`src/rtl/aes_host_pkg.sv`:
```
// Shared definitions for the AES host queue: register map, key-size
// encoding and the key-size to Nk/Nr decode.
package aes_host_pkg;

  // Byte address map (7-bit ADDR).
  localparam logic [6:0] PT_BASE  = 7'h00;
  localparam logic [6:0] KEY_BASE = 7'h10;
  localparam logic [6:0] CTRL     = 7'h30;
  localparam logic [6:0] RES_BASE = 7'h40;
  localparam logic [6:0] STAT     = 7'h50;
  localparam logic [6:0] CMD      = 7'h51;

  // Control register key-size field; the unused code 2'b11 decodes as 128.
  typedef enum logic [1:0] {
    KS_128 = 2'b00,
    KS_192 = 2'b01,
    KS_256 = 2'b10
  } key_size_e;

  // Returns {nk, nr}: key length in 32-bit words and round count.
  function automatic logic [7:0] decode_nk_nr(input logic [1:0] ks);
    logic [7:0] r;
    case (ks)
      KS_192:  r = {4'd6, 4'd12};
      KS_256:  r = {4'd8, 4'd14};
      default: r = {4'd4, 4'd10};
    endcase
    return r;
  endfunction

endpackage

```
`src/rtl/aes_res_fifo.sv`:
```
// Result buffer: circular FIFO with wrap-around pointers and an occupancy
// count. Push into a full FIFO and pop from an empty one are ignored.
module aes_res_fifo #(
  parameter int WIDTH = 128,
  parameter int DEPTH = 4
) (
  input  logic             clk,
  input  logic             rst_n,
  input  logic             push,
  input  logic [WIDTH-1:0] push_data,
  input  logic             pop,
  output logic [WIDTH-1:0] head,
  output logic [3:0]       count,
  output logic             full,
  output logic             empty
);

  localparam int PTR_W = (DEPTH > 1) ? $clog2(DEPTH) : 1;
  localparam logic [PTR_W-1:0] LAST = PTR_W'(DEPTH - 1);

  logic [WIDTH-1:0] mem [DEPTH];
  logic [PTR_W-1:0] wr_ptr;
  logic [PTR_W-1:0] rd_ptr;
  logic [3:0]       count_q;
  logic             do_push;
  logic             do_pop;

  assign do_push = push & ~full;
  assign do_pop  = pop & ~empty;
  assign head    = mem[rd_ptr];
  assign count   = count_q;
  assign full    = (count_q == 4'(DEPTH));
  assign empty   = (count_q == 4'd0);

  // Storage and pointers; pointers wrap from DEPTH-1 back to 0.
  always_ff @(posedge clk or negedge rst_n) begin
    if (!rst_n) begin
      mem    <= '{default: '0};
      wr_ptr <= '0;
      rd_ptr <= '0;
    end else begin
      if (do_push) begin
        mem[wr_ptr] <= push_data;
        wr_ptr      <= (wr_ptr == LAST) ? '0 : wr_ptr + 1'b1;
      end
      if (do_pop) begin
        rd_ptr <= (rd_ptr == LAST) ? '0 : rd_ptr + 1'b1;
      end
    end
  end

  // Occupancy: simultaneous push and pop leaves the count unchanged.
  always_ff @(posedge clk or negedge rst_n) begin
    if (!rst_n) begin
      count_q <= 4'd0;
    end else begin
      case ({do_push, do_pop})
        2'b10:   count_q <= count_q + 4'd1;
        2'b01:   count_q <= count_q - 4'd1;
        default: count_q <= count_q;
      endcase
    end
  end

endmodule

```
`src/rtl/aes_host_queue.sv`:
```
// Byte-bus host interface for the AES core. Staging registers collect
// plaintext/key/control from byte writes; a START rising edge snapshots them
// into a job offered to the core; returned blocks queue in a result FIFO that
// the host reads byte-wise. Outstanding jobs plus stored results never exceed
// DEPTH, so a returned block always finds room.
//
// Handshakes: a transfer happens on a clock edge where valid & ready are both
// high. The sender holds valid and its payload stable until that edge; the
// receiver may change ready freely. job_valid/job_ready carry jobs to the
// core, res_valid/res_ready carry results back.
module aes_host_queue
  import aes_host_pkg::*;
#(
  parameter int BLK_W = 128,
  parameter int KEY_W = 256,
  parameter int DEPTH = 4
) (
  input  logic             CLK,
  input  logic             RSTB,
  input  logic [7:0]       DIN,
  input  logic [6:0]       ADDR,
  input  logic             WR,
  input  logic             START,
  output logic             OK,
  output logic [7:0]       DOUT,
  output logic             job_valid,
  input  logic             job_ready,
  output logic [BLK_W-1:0] blk_out,
  output logic [KEY_W-1:0] key_out,
  output logic [3:0]       nk,
  output logic [3:0]       nr,
  output logic             op,
  input  logic             res_valid,
  input  logic [BLK_W-1:0] res_data,
  output logic             res_ready
);

  localparam int PT_BYTES  = BLK_W / 8;
  localparam int KEY_BYTES = KEY_W / 8;
  localparam int PT_IW     = $clog2(PT_BYTES);
  localparam int KEY_IW    = $clog2(KEY_BYTES);

  // Staging registers, byte-addressed; byte 0 is the most significant.
  logic [7:0]       pt_b  [PT_BYTES];
  logic [7:0]       key_b [KEY_BYTES];
  logic [1:0]       ks_q;
  logic             op_q;
  logic [BLK_W-1:0] pt_vec;
  logic [KEY_W-1:0] key_vec;

  // Job registers presented to the core.
  logic [BLK_W-1:0] job_blk_q;
  logic [KEY_W-1:0] job_key_q;
  logic [1:0]       job_ks_q;
  logic             job_op_q;
  logic             job_valid_q;

  logic             start_q;
  logic             err_q;
  logic [3:0]       inflight_q;

  // Result FIFO view.
  logic [BLK_W-1:0] head;
  logic [7:0]       head_b [PT_BYTES];
  logic [3:0]       count;
  logic             full;
  logic             empty;

  logic wr_pt, wr_key, wr_ctrl, wr_cmd;
  logic start_edge, credit_ok, accept;
  logic job_xfer, res_push, res_pop;
  logic [7:0] rd_data;

  genvar g;
  generate
    for (g = 0; g < PT_BYTES; g++) begin : g_pt_bytes
      assign pt_vec[BLK_W-1-8*g -: 8] = pt_b[g];
      assign head_b[g]                = head[BLK_W-1-8*g -: 8];
    end
    for (g = 0; g < KEY_BYTES; g++) begin : g_key_bytes
      assign key_vec[KEY_W-1-8*g -: 8] = key_b[g];
    end
  endgenerate

  assign wr_pt   = WR & (ADDR < KEY_BASE);
  assign wr_key  = WR & (ADDR >= KEY_BASE) & (ADDR < CTRL);
  assign wr_ctrl = WR & (ADDR == CTRL);
  assign wr_cmd  = WR & (ADDR == CMD);

  // Credit check uses pre-update inflight and count.
  assign start_edge = START & ~start_q;
  assign credit_ok  = ({1'b0, inflight_q} + {1'b0, count}) < 5'(DEPTH);
  assign accept     = start_edge & ~job_valid_q & credit_ok;
  assign job_xfer   = job_valid_q & job_ready;
  assign res_push   = res_valid & ~full;
  assign res_pop    = wr_cmd & DIN[0] & ~empty;

  // Host writes into the staging registers.
  always_ff @(posedge CLK or negedge RSTB) begin
    if (!RSTB) begin
      pt_b  <= '{default: 8'h00};
      key_b <= '{default: 8'h00};
      ks_q  <= 2'b00;
      op_q  <= 1'b0;
    end else begin
      if (wr_pt)  pt_b[PT_IW'(ADDR - PT_BASE)]    <= DIN;
      if (wr_key) key_b[KEY_IW'(ADDR - KEY_BASE)] <= DIN;
      if (wr_ctrl) begin
        ks_q <= DIN[1:0];
        op_q <= DIN[2];
      end
    end
  end

  // Job snapshot on accepted START edge; cleared by the core handshake.
  always_ff @(posedge CLK or negedge RSTB) begin
    if (!RSTB) begin
      job_blk_q   <= '0;
      job_key_q   <= '0;
      job_ks_q    <= 2'b00;
      job_op_q    <= 1'b0;
      job_valid_q <= 1'b0;
    end else if (accept) begin
      job_blk_q   <= pt_vec;
      job_key_q   <= key_vec;
      job_ks_q    <= ks_q;
      job_op_q    <= op_q;
      job_valid_q <= 1'b1;
    end else if (job_xfer) begin
      job_valid_q <= 1'b0;
    end
  end

  // START edge detect and sticky error; a new rejected edge wins over a clear.
  always_ff @(posedge CLK or negedge RSTB) begin
    if (!RSTB) begin
      start_q <= 1'b0;
      err_q   <= 1'b0;
    end else begin
      start_q <= START;
      if (start_edge & ~accept)
        err_q <= 1'b1;
      else if (wr_cmd & DIN[7])
        err_q <= 1'b0;
    end
  end

  // Jobs held by the core: up on job transfer, down on result push.
  always_ff @(posedge CLK or negedge RSTB) begin
    if (!RSTB) begin
      inflight_q <= 4'd0;
    end else begin
      case ({job_xfer, res_push})
        2'b10:   inflight_q <= inflight_q + 4'd1;
        2'b01:   inflight_q <= inflight_q - 4'd1;
        default: inflight_q <= inflight_q;
      endcase
    end
  end

  aes_res_fifo #(
    .WIDTH (BLK_W),
    .DEPTH (DEPTH)
  ) u_res_fifo (
    .clk       (CLK),
    .rst_n     (RSTB),
    .push      (res_push),
    .push_data (res_data),
    .pop       (res_pop),
    .head      (head),
    .count     (count),
    .full      (full),
    .empty     (empty)
  );

  // Read mux: FIFO head bytes, status, or zero.
  always_comb begin
    rd_data = 8'h00;
    if ((ADDR >= RES_BASE) && (ADDR < STAT))
      rd_data = empty ? 8'h00 : head_b[PT_IW'(ADDR - RES_BASE)];
    else if (ADDR == STAT)
      rd_data = {err_q, job_valid_q, count, full, empty};
  end

  // Registered read data: one cycle behind ADDR.
  always_ff @(posedge CLK or negedge RSTB) begin
    if (!RSTB) DOUT <= 8'h00;
    else       DOUT <= rd_data;
  end

  assign OK        = ~empty;
  assign res_ready = ~full;
  assign job_valid = job_valid_q;
  assign blk_out   = job_blk_q;
  assign key_out   = job_key_q;
  assign op        = job_op_q;
  assign {nk, nr}  = decode_nk_nr(job_ks_q);

endmodule

```
`config.mk`:
```
export PLATFORM = sky130hd
export DESIGN_NAME = aes_host_queue
export DESIGN_NICKNAME = d
export VERILOG_FILES = /design/src/rtl/aes_host_pkg.sv /design/src/rtl/aes_res_fifo.sv /design/src/rtl/aes_host_queue.sv
export SDC_FILE = /design/constraint.sdc
export NUM_CORES = 2
export LEC_CHECK = 0
export CAP_MARGIN = 20
export CORE_MARGIN = 3
export CORE_UTILIZATION = 45
export DETAILED_ROUTE_END_ITERATION = 8
export PLACE_DENSITY = 0.68
export SKIP_LAST_GASP = 1
export SYNTH_ARGS = -nofsm -noshare
export SYNTH_HDL_FRONTEND = slang
export SYNTH_SLANG_ARGS = --single-unit
```
`constraint.sdc`:
```
create_clock -name CLK -period 2.3 [get_ports CLK]
set_clock_uncertainty 0.1 [all_clocks]
set_input_delay 0.345 -clock CLK [delete_from_list [all_inputs] [get_ports CLK]]
set_output_delay 0.345 -clock CLK [all_outputs]
set_load 0.02 [all_outputs]
```
==> metrics.yaml <==
placed_design:
  io_buffers: 549
  place_hpwl_um: 104000
  place_congestion: 0.838
  place_area_sq_um: 64000
  dp_cells: 5597
global_routing:
  grt_max_degree: 82
  grt_pass1_vias: 33500
  grt_overflow: 0
  grt_usage: 0.237
  antenna_found_initial: 25
  grt_pass1_wl_um: 219000
clocking:
  cts_buffer_depth: 3
  cts-root-buf: "clkbuf_16"
  cts_sinks: 1309
  tritoncts.num_buffers: 141
  cts_tree: "built"
  clkLatencyLatePin_ps: 730
  htree_levels: 4
  clk_pin_slew_worst_paths_ps: 70
worst_setup_path:
  cp.required_ps: 2800
  worstSetupStartpoint: "u_res_fifo.count[3]"
  critPathBufInv: 6
  cp.depth: 10
  worst-r2r-setup-slack_ps: -120
  crit_family: "buffers and inverters"
  crit_chain: "buf_6 > buf_4 > ha_4 > nor4_4 > nand4_1 > buf_6 > buf_12 > clkbuf_16 > clkbuf_16 > mux2_2"
  worstReg2RegEnd: "blk_out[16]"
  crit-reg2reg-launch: "u_res_fifo.count[3]"
  cp.arrival_ps: 2920
  crit_path_end_kind: "register"
  crit_path_max_incr_delay_ps: 410
  cp-endpoint: "blk_out[16]"
  critPathLaunchType: "register"
  reg2reg_depth: 10
  critical_path.max_fanout: 8
  crit_slowest_cell: "dfrtp_2"
  path_class: "reg2reg"
sta:
  rsz0062_at_grt: "true"
  fin_tns_setup_ps: -16030
  hold_violations: 0
  fin_crit_ps: 2420
  slew_viol_final: 0
  finalSetupViolCount: 322
  min_period_over_period: 1.05
  setup_ws_ps: -120
  slew_headroom: 0.443
  max_freq_mhz: 413
  holdWs_ps: 59.5
  tightest_slew_ps: 835
finish:
  fin_nets: 4442
  instances_no_fill: 5924
  syn2layout_area_growth_pct: 31.6
  fin_util: 0.597
  fin_area_sq_um: 70600
  drive_gt1_frac: 0.455
synth:
  synth_compound_area_frac: 0.0179
  syn_inst: 3386
  synth_top_cell_by_area: "dfrtp_1"
  synthSimpleGateAreaFrac: 0.0190
  synth_common_cells: "dfrtp_1 (1309), mux2_2 (1207), mux2i_1 (146)"
  synth_fa_ha_area_frac: 0.00457
  ys.flop_type: "dfrtp_1"
  synth_top_family_by_area: "multiplexers"
  ys_seq_area_frac: 0.610
  synth_async_sr_flop_share: 1.00
  synth.area.mux_share: 0.323
  ys_ff_latch: 1309
  synth_edf_count: 0
  synth.distinct_cells: 56
  syn_area_sq_um: 53700
  ys_warn_count: 0
  synth.avg_cell_area_sq_um: 15.8
  ys_top_cells_by_area: "dfrtp_1 (61%), mux2_2 (25%), mux2i_1 (2.7%)"
  yosysMostFrequentCell: "dfrtp_1"
  yosysTopAreaCellShare: 0.610
  synth_xor_area_frac: 0.00163
min_path:
  hold_path_class: "in2async"
drt:
  final_antenna_net_count: 0
  wire_per_inst_um: 25.3
  drc_errors: 0
  drtIter0Drc: 1840
  wl_um: 150000
  vias: 32400
  firstDrtPassIters: 5
  via_per_inst: 5.46
floorplanning:
  fp.dieW_um: 351
  io_pins: 553
  die_area_sq_um: 123000
  die_h_um: 351
  rows: 126
  initial_core_util: 0.454
  core-area_sq_um: 118000
run:
  cap_violations: 0
power_and_ir_drop:
  p_leak_nw: 32.6
  vdd_drop_max_uv: 684
  p_per_area_nw_per_um2: 1250
run_status:
  status: "finished with violations"
  violations: "negative setup slack"
[repair_timing]
action | in CTS | in global routing
buffers inserted | 19 | 17
gates cloned | 6 | 31
hold endpoints to repair | 781 | 0
hold buffers | 3 | 0
pin swaps | 12 | 29
setup endpoints to repair | 373 | 373
gates resized for setup | 112 | 111
[kinds of logic (layout without fill, tap and decap cells)]
| family | Yosys count | after routing |
|---|---|---|
| flip-flops | 1309 | 1309 |
| multiplexers | 1491 | 1491 |
| AO/OA/AOI/OAI | 131 | 131 |
| adder cells (fa/ha/maj) | 19 | 19 |
| AND/OR/NAND/NOR | 195 | 195 |
| other | 2 | 13 |
| XOR/XNOR | 10 | 10 |
| buffers and inverters | 229 | 1220 |
[worst reg2reg max path: cells and delay by family (launching register included)]
kind / cells / cell delay [ps]
DFF: 1 / 410
buffers and inverters: 6 / 1030
and+or+nand+nor: 2 / 140
muxes: 1 / 330
adders and majority gates: 1 / 290
[state kept, by name, summed over array words and instances, names as in the netlist, 2 cells and up]
signal             cells
inflight_q             4
pt_b                 128
u_res_fifo.rd_ptr      2
DOUT                   8
u_res_fifo.count       4
u_res_fifo.wr_ptr      2
key_out              256
job_ks_q               2
ks_q                   2
key_b                256
blk_out              128
u_res_fifo.mem       512
[per-layer routing]
layer  global-route usage  vias up  part of all wire
met5                    0        -            0.0012
li1                     -    14100                 -
met1                0.304    17200              0.41
met3               0.0573      225             0.065
met2                0.398      817              0.50
met4               0.0739       26             0.029
[area by class of cell]
class / count / area [sq um]
flip-flops and latches: 1309 / 32800
clock buffers: 205 / 4170
diodes: 10 / 25.0
fillers: 8998 / 47600
well taps: 1536 / 1920
clock inverters: 42 / 646
inverters: 16 / 62.6
repair buffers: 957 / 10900
multi-input cells: 1849 / 20100
[worst min path at each step]
stage                          end  depth (start not counted)
after floorplan            DOUT[0]                          0
after global placement    pt_b[64]                          1
after detailed placement  pt_b[64]                          1
after CTS                    err_q                          3
after global routing      pt_b[64]                          2
final                     pt_b[64]                          2
[placed cells by master, fill, tap and decap left out, drive strengths merged, types with 13 or more instances in the layout]
cell type,netlist,final
clkdlybuf4s50,0,508
nand3,29,29
o21ai,13,13
a2111oi,13,13
nor2b,17,17
nor2,38,38
dfrtp,1309,1309
a221oi,15,15
inv,16,22
clkinv,0,23
dlygate4sd2,0,21
nand2,66,66
mux2,1289,1289
mux4,56,56
buf,154,392
clkbuf,59,231
mux2i,146,146
a22oi,65,65
ha,18,18
[where the power goes]
group          total (mW)  internal [mW]  switching (mW)
clock network        23.3           14.0            9.33
registers            36.1           31.2            4.85
logic                29.1           16.2            12.9
[per-stage QoR]
stage / total power, mW / setup slack [ps]
CTS: 88.1 / -216
floorplan: 50.9 / -9.54
global placement: 63.3 / -587
finish: 88.5 / -120
global route: 92.6 / -207
detailed placement: 64.2 / -640
Power figures use the tool's default switching activity.
